--- config.mk ---
export PLATFORM = sky130hd
export DESIGN_NAME = nn_seq_ctrl_flat
export DESIGN_NICKNAME = d
export VERILOG_FILES = /design/src/rtl/nn_seq_if.sv /design/src/rtl/nn_seq_ctrl.sv /design/src/flat_wrapper.sv
export SDC_FILE = /design/constraint.sdc
export NUM_CORES = 1
export LEC_CHECK = 0
export CORE_ASPECT_RATIO = 2
export CORE_MARGIN = 5
export CORE_UTILIZATION = 35
export CTS_CLUSTER_DIAMETER = 100
export DETAILED_ROUTE_END_ITERATION = 8
export PLACE_DENSITY = 0.58
export SYNTH_ARGS = -nofsm -noshare
export SYNTH_HDL_FRONTEND = slang
export SYNTH_SLANG_ARGS = --single-unit
--- constraint.sdc ---
create_clock -name clk -period 5.7 [get_ports clk]
set_input_delay 0.57 -clock clk [delete_from_list [all_inputs] [get_ports clk]]
set_output_delay 0.57 -clock clk [all_outputs]
set_load 0.02 [all_outputs]
--- src/rtl/nn_seq_if.sv ---
// Host/datapath bus of the neural-net sequencer: run handshake plus BRAM address,
// enable and register-write strobes.
interface nn_seq_if #(
  parameter int A  = 10,
  parameter int ND = 8,
  parameter int K  = 40
);
  logic          start;
  logic          abort;
  logic          mode;
  logic [15:0]   batch;
  logic [15:0]   max_it;
  logic [A-1:0]  x_addr;
  logic [A-1:0]  y_addr;
  logic [A-1:0]  t_addr;
  logic [A-1:0]  nd_addr;
  logic          e_x;
  logic          e_nd;
  logic          in_we;
  logic [ND-1:0] c_we;
  logic [K-1:0]  bp_we;
  logic          dtb;
  logic          nd_we;
  logic          y_we;
  logic          busy;
  logic          done;
  logic [15:0]   iter;

  modport master (
    input  start, abort, mode, batch, max_it,
    output x_addr, y_addr, t_addr, nd_addr, e_x, e_nd, in_we, c_we, bp_we,
           dtb, nd_we, y_we, busy, done, iter
  );

  modport slave (
    output start, abort, mode, batch, max_it,
    input  x_addr, y_addr, t_addr, nd_addr, e_x, e_nd, in_we, c_we, bp_we,
           dtb, nd_we, y_we, busy, done, iter
  );
endinterface

--- src/rtl/nn_seq_ctrl.sv ---
// Load / run / save sequencer for the fixed-point neural-net layer array.
// Define NN_SEQ_BATCH_ADVANCE_EN to keep x/t addresses running across iterations.
module nn_seq_ctrl #(
  parameter int              LTOT  = 3,
  parameter logic [32*LTOT-1:0] LR = {32'd4, 32'd4, 32'd4},
  parameter int              A     = 10,
  parameter int              ND    = 8,
  parameter int              WT    = 32,
  parameter int              T0    = 10,
  parameter int              NDATA = 16
) (
  input  logic     clk,
  input  logic     rst_n,
  nn_seq_if.master bus
);

`ifdef NN_SEQ_BATCH_ADVANCE_EN
  localparam bit ADV = 1'b1;
`else
  localparam bit ADV = 1'b0;
`endif

  localparam int K  = WT + ND;
  localparam int SX = int'(LR[31:0]);
  localparam int CW = $clog2(K + 1);
  localparam int NW = $clog2(ND + 1);
  localparam int PW = $clog2(SX + 1);
  localparam int SW = $clog2(NDATA + 1);

  localparam logic [CW-1:0] K_C      = CW'(K);
  localparam logic [PW-1:0] PH_LAST  = PW'(SX);
  localparam logic [PW-1:0] PH_XL    = PW'(SX - 1);
  localparam logic [SW-1:0] SMP_LAST = SW'(NDATA - 1);
  localparam logic [A-1:0]  T0_A     = A'(T0);
  localparam logic [ND-1:0] C_TOP    = ND'(1) << (ND - 1);
  localparam logic [K-1:0]  B_TOP    = K'(1) << (K - 1);

  typedef enum logic [2:0] {IDLE, LOAD, RUN, SAVE, FIN} state_t;

  state_t        state, state_nx;
  logic [CW-1:0] cnt, wcnt;
  logic [NW-1:0] nidx;
  logic [PW-1:0] ph;
  logic [15:0]   smp, batch_r, max_r, iter;
  logic          mode_r;
  logic [A-1:0]  x_addr, y_addr, t_addr, nd_addr;
  logic [SW-1:0] xs, ts;

  logic          e_x, e_nd, in_we, dtb, nd_we, y_we;
  logic [ND-1:0] c_we;
  logic [K-1:0]  bp_we;
  logic          start_ok, xfire, commit, go, iter_again, seq_st;

  // Coefficient words per node: fan-in of the previous layer plus the bias.
  function automatic logic [CW-1:0] node_words(input logic [NW-1:0] j);
    int            acc;
    int            n;
    logic [CW-1:0] w;
    acc = 0;
    w   = '0;
    for (int l = 1; l < LTOT; l++) begin
      n = int'(LR[32*l +: 32]);
      if (int'(j) >= acc && int'(j) < acc + n)
        w = CW'(int'(LR[32*(l-1) +: 32]) + 1);
      acc += n;
    end
    return w;
  endfunction

  assign start_ok   = bus.start && (bus.batch != '0) && (!bus.mode || bus.max_it != '0);
  assign xfire      = (state == RUN) && (smp != batch_r) && (ph != PH_LAST);
  assign commit     = (state == RUN) && (ph == '0) && (smp != '0);
  assign go         = (state == IDLE) && (state_nx == LOAD);
  assign iter_again = (state == SAVE) && (state_nx == LOAD);
  assign seq_st     = (state == LOAD) || (state == SAVE);

  always_comb begin
    state_nx = state;
    e_x      = 1'b0;
    e_nd     = 1'b0;
    in_we    = 1'b0;
    c_we     = '0;
    bp_we    = '0;
    dtb      = 1'b0;
    nd_we    = 1'b0;
    y_we     = 1'b0;
    case (state)
      IDLE: if (start_ok) state_nx = LOAD;
      LOAD: begin
        e_nd = 1'b1;
        if (cnt != '0) c_we = C_TOP >> nidx;
        if (cnt == K_C) state_nx = RUN;
      end
      RUN: begin
        e_x   = xfire;
        in_we = (smp != batch_r) && (ph != '0);
        if (commit) begin
          if (mode_r) bp_we = '1;
          else        y_we  = 1'b1;
        end
        if (smp == batch_r) state_nx = mode_r ? SAVE : FIN;
      end
      SAVE: begin
        dtb = 1'b1;
        if (cnt != '0) begin
          nd_we = 1'b1;
          bp_we = B_TOP >> (cnt - 1'b1);
        end
        if (cnt == K_C) state_nx = (iter + 16'd1 < max_r) ? LOAD : FIN;
      end
      FIN:     state_nx = IDLE;
      default: state_nx = IDLE;
    endcase
    if (bus.abort) state_nx = IDLE;
  end

  always_ff @(posedge clk) begin
    if (!rst_n) begin
      state   <= IDLE;
      cnt     <= '0;
      wcnt    <= '0;
      nidx    <= '0;
      ph      <= '0;
      smp     <= '0;
      mode_r  <= 1'b0;
      batch_r <= '0;
      max_r   <= '0;
      iter    <= '0;
      x_addr  <= '0;
      y_addr  <= '0;
      t_addr  <= T0_A;
      nd_addr <= '0;
      xs      <= '0;
      ts      <= '0;
    end else begin
      state <= state_nx;

      if (go) begin
        mode_r  <= bus.mode;
        batch_r <= bus.batch;
        max_r   <= bus.max_it;
        iter    <= '0;
      end else if (state == SAVE && cnt == K_C && !bus.abort) begin
        iter <= iter + 16'd1;
      end

      // LOAD/SAVE word counter and coefficient-memory address
      if (state_nx != state) cnt <= '0;
      else if (seq_st)       cnt <= cnt + 1'b1;

      if (state_nx != state && (state_nx == LOAD || state_nx == SAVE)) nd_addr <= '0;
      else if (seq_st && state_nx == state)                            nd_addr <= nd_addr + 1'b1;

      if (state != LOAD) begin
        nidx <= '0;
        wcnt <= '0;
      end else if (cnt != '0) begin
        if (wcnt + 1'b1 == node_words(nidx)) begin
          wcnt <= '0;
          nidx <= nidx + 1'b1;
        end else begin
          wcnt <= wcnt + 1'b1;
        end
      end

      // RUN sample/phase counters
      if (state != RUN) begin
        ph  <= '0;
        smp <= '0;
      end else if (ph == PH_LAST) begin
        ph  <= '0;
        smp <= smp + 16'd1;
      end else begin
        ph <= ph + 1'b1;
      end

      if (go || iter_again) y_addr <= '0;
      else if (commit)      y_addr <= y_addr + 1'b1;

      if (go || (iter_again && !ADV)) begin
        x_addr <= '0;
        xs     <= '0;
        t_addr <= T0_A;
        ts     <= '0;
      end else begin
        if (xfire) begin
          if (ph == PH_XL) begin
            xs     <= (xs == SMP_LAST) ? '0 : xs + 1'b1;
            x_addr <= (ADV && xs == SMP_LAST) ? '0 : x_addr + 1'b1;
          end else begin
            x_addr <= x_addr + 1'b1;
          end
        end
        if (commit) begin
          ts     <= (ts == SMP_LAST) ? '0 : ts + 1'b1;
          t_addr <= (ADV && ts == SMP_LAST) ? T0_A : t_addr + 1'b1;
        end
      end
    end
  end

  assign bus.x_addr  = x_addr;
  assign bus.y_addr  = y_addr;
  assign bus.t_addr  = t_addr;
  assign bus.nd_addr = nd_addr;
  assign bus.e_x     = e_x;
  assign bus.e_nd    = e_nd;
  assign bus.in_we   = in_we;
  assign bus.c_we    = c_we;
  assign bus.bp_we   = bp_we;
  assign bus.dtb     = dtb;
  assign bus.nd_we   = nd_we;
  assign bus.y_we    = y_we;
  assign bus.busy    = (state != IDLE);
  assign bus.done    = (state == FIN);
  assign bus.iter    = iter;

endmodule
--- src/flat_wrapper.sv ---
// flat-port wrapper written by rule: the top's interface ports become plain ports
module nn_seq_ctrl_flat 
#(
  parameter int              LTOT  = 3,
  parameter logic [32*LTOT-1:0] LR = {32'd4, 32'd4, 32'd4},
  parameter int              A     = 10,
  parameter int              ND    = 8,
  parameter int              WT    = 32,
  parameter int              T0    = 10,
  parameter int              NDATA = 16
)
  (clk, rst_n, bus_start, bus_abort, bus_mode, bus_batch, bus_max_it, bus_x_addr, bus_y_addr, bus_t_addr, bus_nd_addr, bus_e_x, bus_e_nd, bus_in_we, bus_c_we, bus_bp_we, bus_dtb, bus_nd_we, bus_y_we, bus_busy, bus_done, bus_iter);
  nn_seq_if #(.A(A), .ND(ND)) bus_i ();
  input  logic clk;
  input  logic rst_n;
  input wire logic [$bits(bus_i.start)-1:0] bus_start;
  input wire logic [$bits(bus_i.abort)-1:0] bus_abort;
  input wire logic [$bits(bus_i.mode)-1:0] bus_mode;
  input wire logic [$bits(bus_i.batch)-1:0] bus_batch;
  input wire logic [$bits(bus_i.max_it)-1:0] bus_max_it;
  output wire logic [$bits(bus_i.x_addr)-1:0] bus_x_addr;
  output wire logic [$bits(bus_i.y_addr)-1:0] bus_y_addr;
  output wire logic [$bits(bus_i.t_addr)-1:0] bus_t_addr;
  output wire logic [$bits(bus_i.nd_addr)-1:0] bus_nd_addr;
  output wire logic [$bits(bus_i.e_x)-1:0] bus_e_x;
  output wire logic [$bits(bus_i.e_nd)-1:0] bus_e_nd;
  output wire logic [$bits(bus_i.in_we)-1:0] bus_in_we;
  output wire logic [$bits(bus_i.c_we)-1:0] bus_c_we;
  output wire logic [$bits(bus_i.bp_we)-1:0] bus_bp_we;
  output wire logic [$bits(bus_i.dtb)-1:0] bus_dtb;
  output wire logic [$bits(bus_i.nd_we)-1:0] bus_nd_we;
  output wire logic [$bits(bus_i.y_we)-1:0] bus_y_we;
  output wire logic [$bits(bus_i.busy)-1:0] bus_busy;
  output wire logic [$bits(bus_i.done)-1:0] bus_done;
  output wire logic [$bits(bus_i.iter)-1:0] bus_iter;
  assign bus_i.start = bus_start;
  assign bus_i.abort = bus_abort;
  assign bus_i.mode = bus_mode;
  assign bus_i.batch = bus_batch;
  assign bus_i.max_it = bus_max_it;
  assign bus_x_addr = bus_i.x_addr;
  assign bus_y_addr = bus_i.y_addr;
  assign bus_t_addr = bus_i.t_addr;
  assign bus_nd_addr = bus_i.nd_addr;
  assign bus_e_x = bus_i.e_x;
  assign bus_e_nd = bus_i.e_nd;
  assign bus_in_we = bus_i.in_we;
  assign bus_c_we = bus_i.c_we;
  assign bus_bp_we = bus_i.bp_we;
  assign bus_dtb = bus_i.dtb;
  assign bus_nd_we = bus_i.nd_we;
  assign bus_y_we = bus_i.y_we;
  assign bus_busy = bus_i.busy;
  assign bus_done = bus_i.done;
  assign bus_iter = bus_i.iter;
  nn_seq_ctrl #(.LTOT(LTOT), .LR(LR), .A(A), .ND(ND), .WT(WT), .T0(T0), .NDATA(NDATA)) u_core (.clk(clk), .rst_n(rst_n), .bus(bus_i));
endmodule
== Yosys cells after proc, flatten, opt, wreduce, memory -nomap -nowiden ==
Index checks and enable logic that the tools add are counted.
Widths: inputs -> output; s select.
Cells by class
  add/subtract/negate cells: 11
  multipliers: 0
  div/mod/pow operators: 0
  $lt $le $gt $ge: 4
  equal/unequal tests: 16
  shift operators: 2
  mux-type cells: 29
  bitwise logic cells: 1
  reduce and logical (&&, ||, !) cells: 36
Operators with widths (count)
  $mux 40: 3
  $pmux 40 s2: 1
  $reduce_bool 16->1: 3
  $add 10x1->10 const B: 4
  $shr 40x6->40 const A: 1
  $add 16x1->16 const B: 2
  $mux 3: 9
  $mux 6: 4
  $eq 16x16->1: 1
  $lt 16x16->1: 1
  $mux 8: 2
  $ne 16x16->1: 1
  $logic_and 1x1->1: 14
  $add 6x1->6 const B: 2
  $pmux 3 s4: 1
  $reduce_or 2->1: 6
  $eq 3x2->1 const B: 3
  $mux 1: 9
  $shr 8x4->8 const A: 1
  $eq 3x1->1 const B: 2
  $eq 3x3->1 const B: 2
  $eq 6x6->1: 1
  $eq 6x6->1 const B: 1
  $logic_not 3->1: 2
  18 further kinds: 23
Word-level totals
  register bits after elaboration: 127
  bits in latches: 0
  RAM bits: 0
  ROM bits: 0
  bits of input ports: 37
  output and inout bits: 112
  memories kept: 0

== Depth between registers and ports, before layout ==
Gate-level depths: netlist (run 1).
  depth in word-level cells: 10
  gate-level depth with buffers: 16
  mapped depth without buffers: 14

== Worst setup path after synthesis (run 1) ==
OpenSTA, ideal clock, no wires.
  kind: register to register
  from: reg u_core.iter[0], in the netlist u_core.bus.iter[0]
  to: reg u_core.t_addr[9], in the netlist u_core.bus.t_addr[9]
  setup time: 132 ps
  arrival: 3476 ps
  path slack: 2092 ps
  stages on the path, launching flop included: 17
  clock period less this slack: 3608 ps
  cells stage by stage: dfxtp_1 > ha_1 > nand3_1 > nor4_1 > nand3_1 > nor2_1 > xor2_1 > ha_1 > nand2_1 > o21ai_0 > a21oi_1 > o21ai_0 > a21o_1 > a2111oi_4 > buf_6 > buf_6 > nor3_1
On the way
  word-level cells in the longest chain between the ends: 10
  elaborated cells on any way between the ends: 11
  classes of those cells: add/sub: 1; order compare: 1; eq/ne: 1; mux: 4; reduce/logical: 4
Ends and longest elaborated chain
  start, declared: line nn_seq_ctrl.sv:44  | logic [15:0] smp, batch_r, max_r, iter;
  start signal, assigned: line nn_seq_ctrl.sv:144  | iter <= iter + 16'd1;
  $add 16x1->16 *: line nn_seq_ctrl.sv:109  | if (cnt == K_C) state_nx = (iter + 16'd1 < max_r) ? LOAD : FIN;
  $lt 16x16->1 *: line nn_seq_ctrl.sv:109
  $mux 3 * (2 in a row): line nn_seq_ctrl.sv:109
  $pmux 3 s4 *: line nn_seq_ctrl.sv:87  | case (state)
  $mux 3 *: line nn_seq_ctrl.sv:114  | if (bus.abort) state_nx = IDLE;
  $eq 3x1->1 *: line nn_seq_ctrl.sv:73, nn_seq_ctrl.sv:74
  $logic_and 1x1->1 (on tied branches): line nn_seq_ctrl.sv:73, nn_seq_ctrl.sv:74
  $logic_or 1x1->1 *: line nn_seq_ctrl.sv:180  | if (go || (iter_again && !ADV)) begin
  $reduce_or 2->1 (no line) *
  end signal, assigned: line nn_seq_ctrl.sv:196  | t_addr <= (ADV && ts == SMP_LAST) ? T0_A : t_addr + 1'b1;
  end, declared: line nn_seq_ctrl.sv:46  | logic [A-1:0] x_addr, y_addr, t_addr, nd_addr;
Every way passes the cells marked *; elsewhere a longest branch is shown, timed or not.
A chain may end at the register's enable or synchronous reset.

== Worst setup path after layout (run 1) ==
  from: reg u_core.cnt[0]
  to: out bus_bp_we[30]
On the way
  word-level cells in the longest chain between the ends: 4
  elaborated cells on any way between the ends: 5
  classes of those cells: add/sub: 1; shift: 1; mux: 2; reduce/logical: 1
Ends and longest elaborated chain
  start, declared: line nn_seq_ctrl.sv:41  | logic [CW-1:0] cnt, wcnt;
  start signal, assigned: line nn_seq_ctrl.sv:149  | else if (seq_st) cnt <= cnt + 1'b1;
  $sub 6x1->6: line nn_seq_ctrl.sv:107  | bp_we = B_TOP >> (cnt - 1'b1);
  $shr 40x6->40: line nn_seq_ctrl.sv:107
  $mux 40 *: line nn_seq_ctrl.sv:105  | if (cnt != '0) begin
  $pmux 40 s2 *: line nn_seq_ctrl.sv:87
  end, declared: line flat_wrapper.sv:29  | output wire logic [$bits(bus_i.bp_we)-1:0] bus_bp_we;
Marked as above.

==> results.cfg, run 1 <==
[status]
status = complete, no violations

[clocking]
cts_resized = 0
clkTransAtPathRegs_ns = 0.05
hold_buffers = 0
cts_setup_buffers = 0
cts_tree = done
clock_path_buffers = 2
cts_sinks = 127
htreeDepth = 4
cts-root-buf = clkbuf_16
cts_buffers = 17
clock_latency_ns = 0.41

[logic_synthesis]
yosys.area_share.simple_pct = 30.9
synthMostInstantiatedCell = nand2_1
yosysUniqueCellTypes = 61
synth_fp_nets = 1002
syn_avg_cell_area_um2 = 7.86
synthesis.area_um2 = 7290
synthAdderAreaFrac_pct = 6.35
synthTopCellsByCount = 188 x nand2_1, 127 x dfxtp_1, 92 x nor2_1, 65 x xor2_1, 52 x a21oi_1
synth_xor_area_share_pct = 12.9
yosysTopAreaCell = dfxtp_1
synthCells = 928
synth_top_family_by_area = simple AND/OR/NAND/NOR gates
async_flop_share_pct = 0
synthTopCellsByArea = dfxtp_1 35%, nand2_1 9.7%, xor2_1 7.8%
ys_seq_area_share_pct = 34.9
synth_top_area_share_pct = 34.9
ys_warn_count = 0
synth_compound_area_share_pct = 9.06
synth_edf_count = 0
muxShareOfSynthArea_pct = 1.27
ys_dominant_reg_cell = dfxtp_1
ys_seq_elements = 127

[min_path]
hold_path_class = reg -> reg
hp-start = u_core.max_r[12]

[grt]
grt_pass1_vias = 6578
antenna_found_initial = 0
grt_use_met2_pct = 31.9
busiest_layer = met2
grt_pass1_wl_um = 32300
met1_usage_pct = 16.5
grt_overflow = 0
track_usage_pct = 16.3
met3_usage_pct = 2.94
grt_max_degree = 60

[worst_setup_path]
worst-setup-path-type = reg -> out
reg2reg_to = u_core.bus.y_addr[6]
cp_top_family = simple AND/OR/NAND/NOR gates
start_kind = flop
worstSetupEndpoint = bus_bp_we[30]
path_depth = 10
slowest_stage = clkdlybuf4s50_1
slowest_delay_ns = 0.62
critPathCaptureType = output port
worstPathCellList = inv_1 -> ha_1 -> nor2b_2 -> nand3b_1 -> nor2b_1 -> nand2_1 -> nor4_1 -> nand2_1 -> nand2_1 -> clkdlybuf4s50_1
r2r-start = u_core.bus.iter[0]
crit_arrival_ns = 3.84
ff2ff_path_depth = 15
reg2reg_slack_ns = 1.77
path_buf_inv = 2
cp.required_ns = 5.13
critPathMostFrequentCell = nand2_1
cp_max_fo = 15
startpoint = u_core.cnt[0]

[sta]
fmax_ghz = 0.227
finalCriticalPeriod_ns = 4.41
min_period_over_period_pct = 77.3
hold_viol_final = 0
rsz0062_at_grt = no
fin_tns_setup_ns = 0
relSlewSlack_pct = 47.5
slew_viol_final = 0
final.setup_skew_ns = 0.0116
worstMarginPinSlew_ns = 0.786
setup_viol = 0

[placed_design]
hpwl_um = 15300
gp_congestion = 0.841
dp_cells = 1299
portBuffers = 148

[die]
rows = 74
start_util_pct = 35.6
pin_count = 149
core_area_um2 = 20500
die_h_um = 214
die_area_um2 = 24000
die_x_um = 112

[cells_and_area]
stdcell_count = 1331
nets = 1126
area_delta_synth_final_pct = 31.8
antenna_cells = 0
drive_gt1_share_pct = 6.01
finish.utilization_pct = 47.0

[power_and_ir_drop]
p_leak_nw = 3.69
power_density_nw_per_um2 = 240
irDropWorstVdd_mv = 0.185

[route]
vias = 6663
drt_iter0_markers = 262
vias_per_cell = 5.01
drc = 0
firstDrtPassIters = 5
wl_um = 19800
antenna_left = 0
wire_per_inst_um = 14.9

[run]
max-cap-violations = 0
-- final cells by class --
type / instances / area, um^2
Tap cell: 266 / 333
Multi-Input combinational cell: 721 / 4410
Timing Repair Buffer: 152 / 1510
Inverter: 33 / 124
Clock inverter: 13 / 234
Clock buffer: 19 / 453
Sequential cell: 127 / 2540
Fill cell: 2081 / 10900
-- sequential cells by signal, summed over array words and instances (netlist names) --
| name | count |
|---|---|
| u_core.batch_r | 16 |
| u_core.bus.iter | 16 |
| u_core.bus.nd_addr | 10 |
| u_core.bus.t_addr | 10 |
| u_core.bus.x_addr | 10 |
| u_core.bus.y_addr | 10 |
| u_core.cnt | 6 |
| u_core.max_r | 16 |
| u_core.mode_r | 1 |
| u_core.nidx | 4 |
| u_core.ph | 3 |
| u_core.smp | 16 |
| u_core.state | 3 |
| u_core.wcnt | 6 |
-- per-stage QoR --
| step | worst slack, ns | cell area [um^2] | hold WS, ns | power, mW |
|---|---|---|---|---|
| after floorplan | 2.09 | 7290 | 0.432 | 1.02 |
| after global placement | 1.82 | 8920 | 0.444 | 1.08 |
| after detailed placement | 1.74 | 8920 | 0.447 | 1.08 |
| after CTS | 1.30 | 9610 | 0.455 | 2.34 |
| after global routing | 0.838 | 9610 | 0.468 | 2.40 |
| final | 1.29 | 9610 | 0.451 | 2.31 |
-- logic make-up after synthesis --
family          after synthesis
flops                       127
simple gates                467
mux                           9
fa+ha+maj                    37
xor+xnor                    107
buf+inv                      80
compound gates              101
-- worst min-delay path: cells and delay by family, from the launching register on --
| family | cells | cell delay [ns] |
|---|---|---|
| flip-flops | 1 | 0.31 |
| AO/OA/AOI/OAI | 1 | 0.05 |
| AND/OR/NAND/NOR | 1 | 0.05 |
-- layer usage --
layer | part of all wire [%] | vias to the layer above
li1 | - | 3388
met1 | 39 | 3092
met3 | 4.0 | 31
met2 | 55 | 152
met4 | 2.3 | 0
met5 | 0 | -
-- layout by cell type, fill, tap and decap left out, drive strengths merged, types with 18 or more instances in the layout --
cell           instances
nand2                188
clkdlybuf4s50        148
dfxtp                127
nor2                  93
xor2                  65
a21oi                 52
nor3                  48
xnor2                 42
ha                    37
inv                   34
nand4                 28
nor4                  24
nand3                 22
clkbuf                19
and3                  18
-- power breakdown --
part / switching (mW) / internal [mW]
Combinational: 0.0882 / 0.0579
Clock: 0.407 / 0.845
Sequential: 0.00863 / 0.900
Total: 0.504 / 1.80
-- how the worst min path moves through the flow --
stage | slack [ns] | endpoint | depth (start not counted)
2_1_floorplan | 0.43 | u_core.ph[0] | 1
3_3_place_gp | 0.44 | u_core.max_r[6] | 2
3_5_place_dp | 0.45 | u_core.max_r[12] | 2
4_1_cts | 0.46 | u_core.max_r[12] | 2
5_1_grt | 0.47 | u_core.max_r[10] | 2
6_report | 0.45 | u_core.max_r[12] | 2
Note: power is estimated with default switching activity, not from simulation.
==> inputs of run 2 (changes only) <==
Settings changed: PLACE_DENSITY 0.58 to 0.6.
Clock period 5.7 ns to 3.7 ns, I/O delays scaled along.
==> run 2 against run 1 <==
Sequential share of layout area decreased by 0.64 points. Non-clock buffer count up 25. Global-route usage increased by 0.086 points. Cell area is 2.5% higher. Worst setup slack got worse by 1.1 ns. Largest cell class unchanged.
==> results.cfg, run 2 (synthesis results as in run 1) <==
[min_path]
hold_path_class = reg -> reg

[clocking]
cts_sinks = 127
clock_path_buffers = 2
cts_tree = done
clock_latency_ns = 0.42
clkTransAtPathRegs_ns = 0.06
htreeDepth = 4
cts-root-buf = clkbuf_16
cts_buffers = 17

[power_and_ir_drop]
p_leak_nw = 3.98
irDropWorstVdd_mv = 0.279
p_total_mw = 3.43
power_density_nw_per_um2 = 348

[route]
firstDrtPassIters = 4
antenna_left = 0
wire_per_inst_um = 14.7
drc = 0
wl_um = 20000
drt_iter0_markers = 240
vias_per_cell = 5.01
vias = 6794

[grt]
track_usage_pct = 16.4
grt_pass1_wl_um = 32700
grt_max_degree = 60
grt_overflow = 0
antenna_found_initial = 0
grt_pass1_vias = 6712

[worst_setup_path]
slowest_delay_ns = 0.40
cp_max_fo = 15
worstPathCellList = nand3_1 -> nor4_2 -> and3_4 -> and3_1 -> nand3_1 -> xnor2_1 -> ha_1 -> nand2_1 -> nor2_1 -> nand2_1 -> o21ai_1 -> a21o_1 -> a2111oi_4 -> buf_4 -> clkbuf_16 -> or3_1
crit_arrival_ns = 3.82
reg2reg_slack_ns = 0.18
cp.required_ns = 4.00
start_kind = flop
worst-setup-path-type = reg -> reg
slowest_stage = dfxtp_1
critPathCaptureType = flop

[die]
die_h_um = 214
start_util_pct = 35.6
core_area_um2 = 20500
rows = 74
die_area_um2 = 24000
die_x_um = 112
pin_count = 149

[sta]
fmax_ghz = 0.284
setup_viol = 0
relSlewSlack_pct = 32.5
min_period_over_period_pct = 95.0
finalCriticalPeriod_ns = 3.52
worstMarginPinSlew_ns = 1.01
final.setup_skew_ns = 0.00777
hold_viol_final = 0
slew_viol_final = 0

[cells_and_area]
drive_gt1_share_pct = 9.08
n_fill_cell = 2016
layout_commonest_cell = nand2_1
regArea_um2 = 2540
area_delta_synth_final_pct = 35.2
final_cell_mix = 187 x nand2_1, 140 x clkdlybuf4s50_1, 126 x dfxtp_1, 92 x nor2_1, 65 x xor2_1
finish.utilization_pct = 48.2
nets = 1151
stdcell_count = 1356
multi_input_area_um2 = 4470
antenna_cells = 0

[placed_design]
portBuffers = 148
dp_cells = 1320
hpwl_um = 15400
gp_congestion = 0.870

[run]
max-cap-violations = 0

[status]
status = complete, no violations
==> run 2: path summary, 6_finish.rpt <==
check                                   startpoint              endpoint  cells after the start
worst max-delay path            u_core.bus.iter[1]  u_core.bus.t_addr[1]                     16
worst min-delay path               u_core.max_r[2]       u_core.max_r[2]                      2
worst max register to register  u_core.bus.iter[1]  u_core.bus.t_addr[1]                     16
worst min register to register     u_core.max_r[2]       u_core.max_r[2]                      2
==> run 2: power breakdown <==
part	internal, mW	leakage, nW	switching (mW)
sequential	1.39	1.03	0.0127
clock	1.14	0.307	0.655
combinational	0.100	2.65	0.140
==> run 2: layout make-up <==
cell class | count | share of cell area [%]
clock buffer | 17 | 4.32
inverter | 33 | 1.26
multi-input combinational | 721 | 45.4
tap | 266 | 3.38
clock inverter | 15 | 2.08
timing repair buffer | 177 | 17.8
sequential | 127 | 25.8
==> run 2: layer usage <==
metal / track usage, % / wire (um)
met1: 17.1 / 7600
met4: 6.70 / 459
met3: 3.22 / 866
met2: 31.4 / 11100
met5: 0 / 0
==> run 2: per-stage QoR <==
stage	area (um^2)	setup slack [ns]	TNS, ns	hold WS (ns)
detailed placement	9090	0.0615	0	0.448
finish	9850	0.185	0	0.453
CTS	9730	0.0369	0	0.456
global route	9850	-0.0775	-0.134	0.474
global placement	9090	0.0964	0	0.444
floorplan	7290	0.0923	0	0.432
==> run 2: worst max-delay path, delay by kind of cell (launching register included) <==
kind,cells,cell delay (ns)
AND/OR/NAND/NOR,9,1.62
AO/OA/AOI/OAI,3,0.57
flip-flops,1,0.40
buffers and inverters,2,0.36
adder cells (fa/ha/maj),1,0.29
XOR/XNOR,1,0.14
==> run 2: timing repair <==
item,in CTS,in global routing
cloned,0,1
setup buffers,0,3
hold buffers,0,0
endpoints found under the setup margin,20,71
pin swaps,0,3
resized for setup,2,19
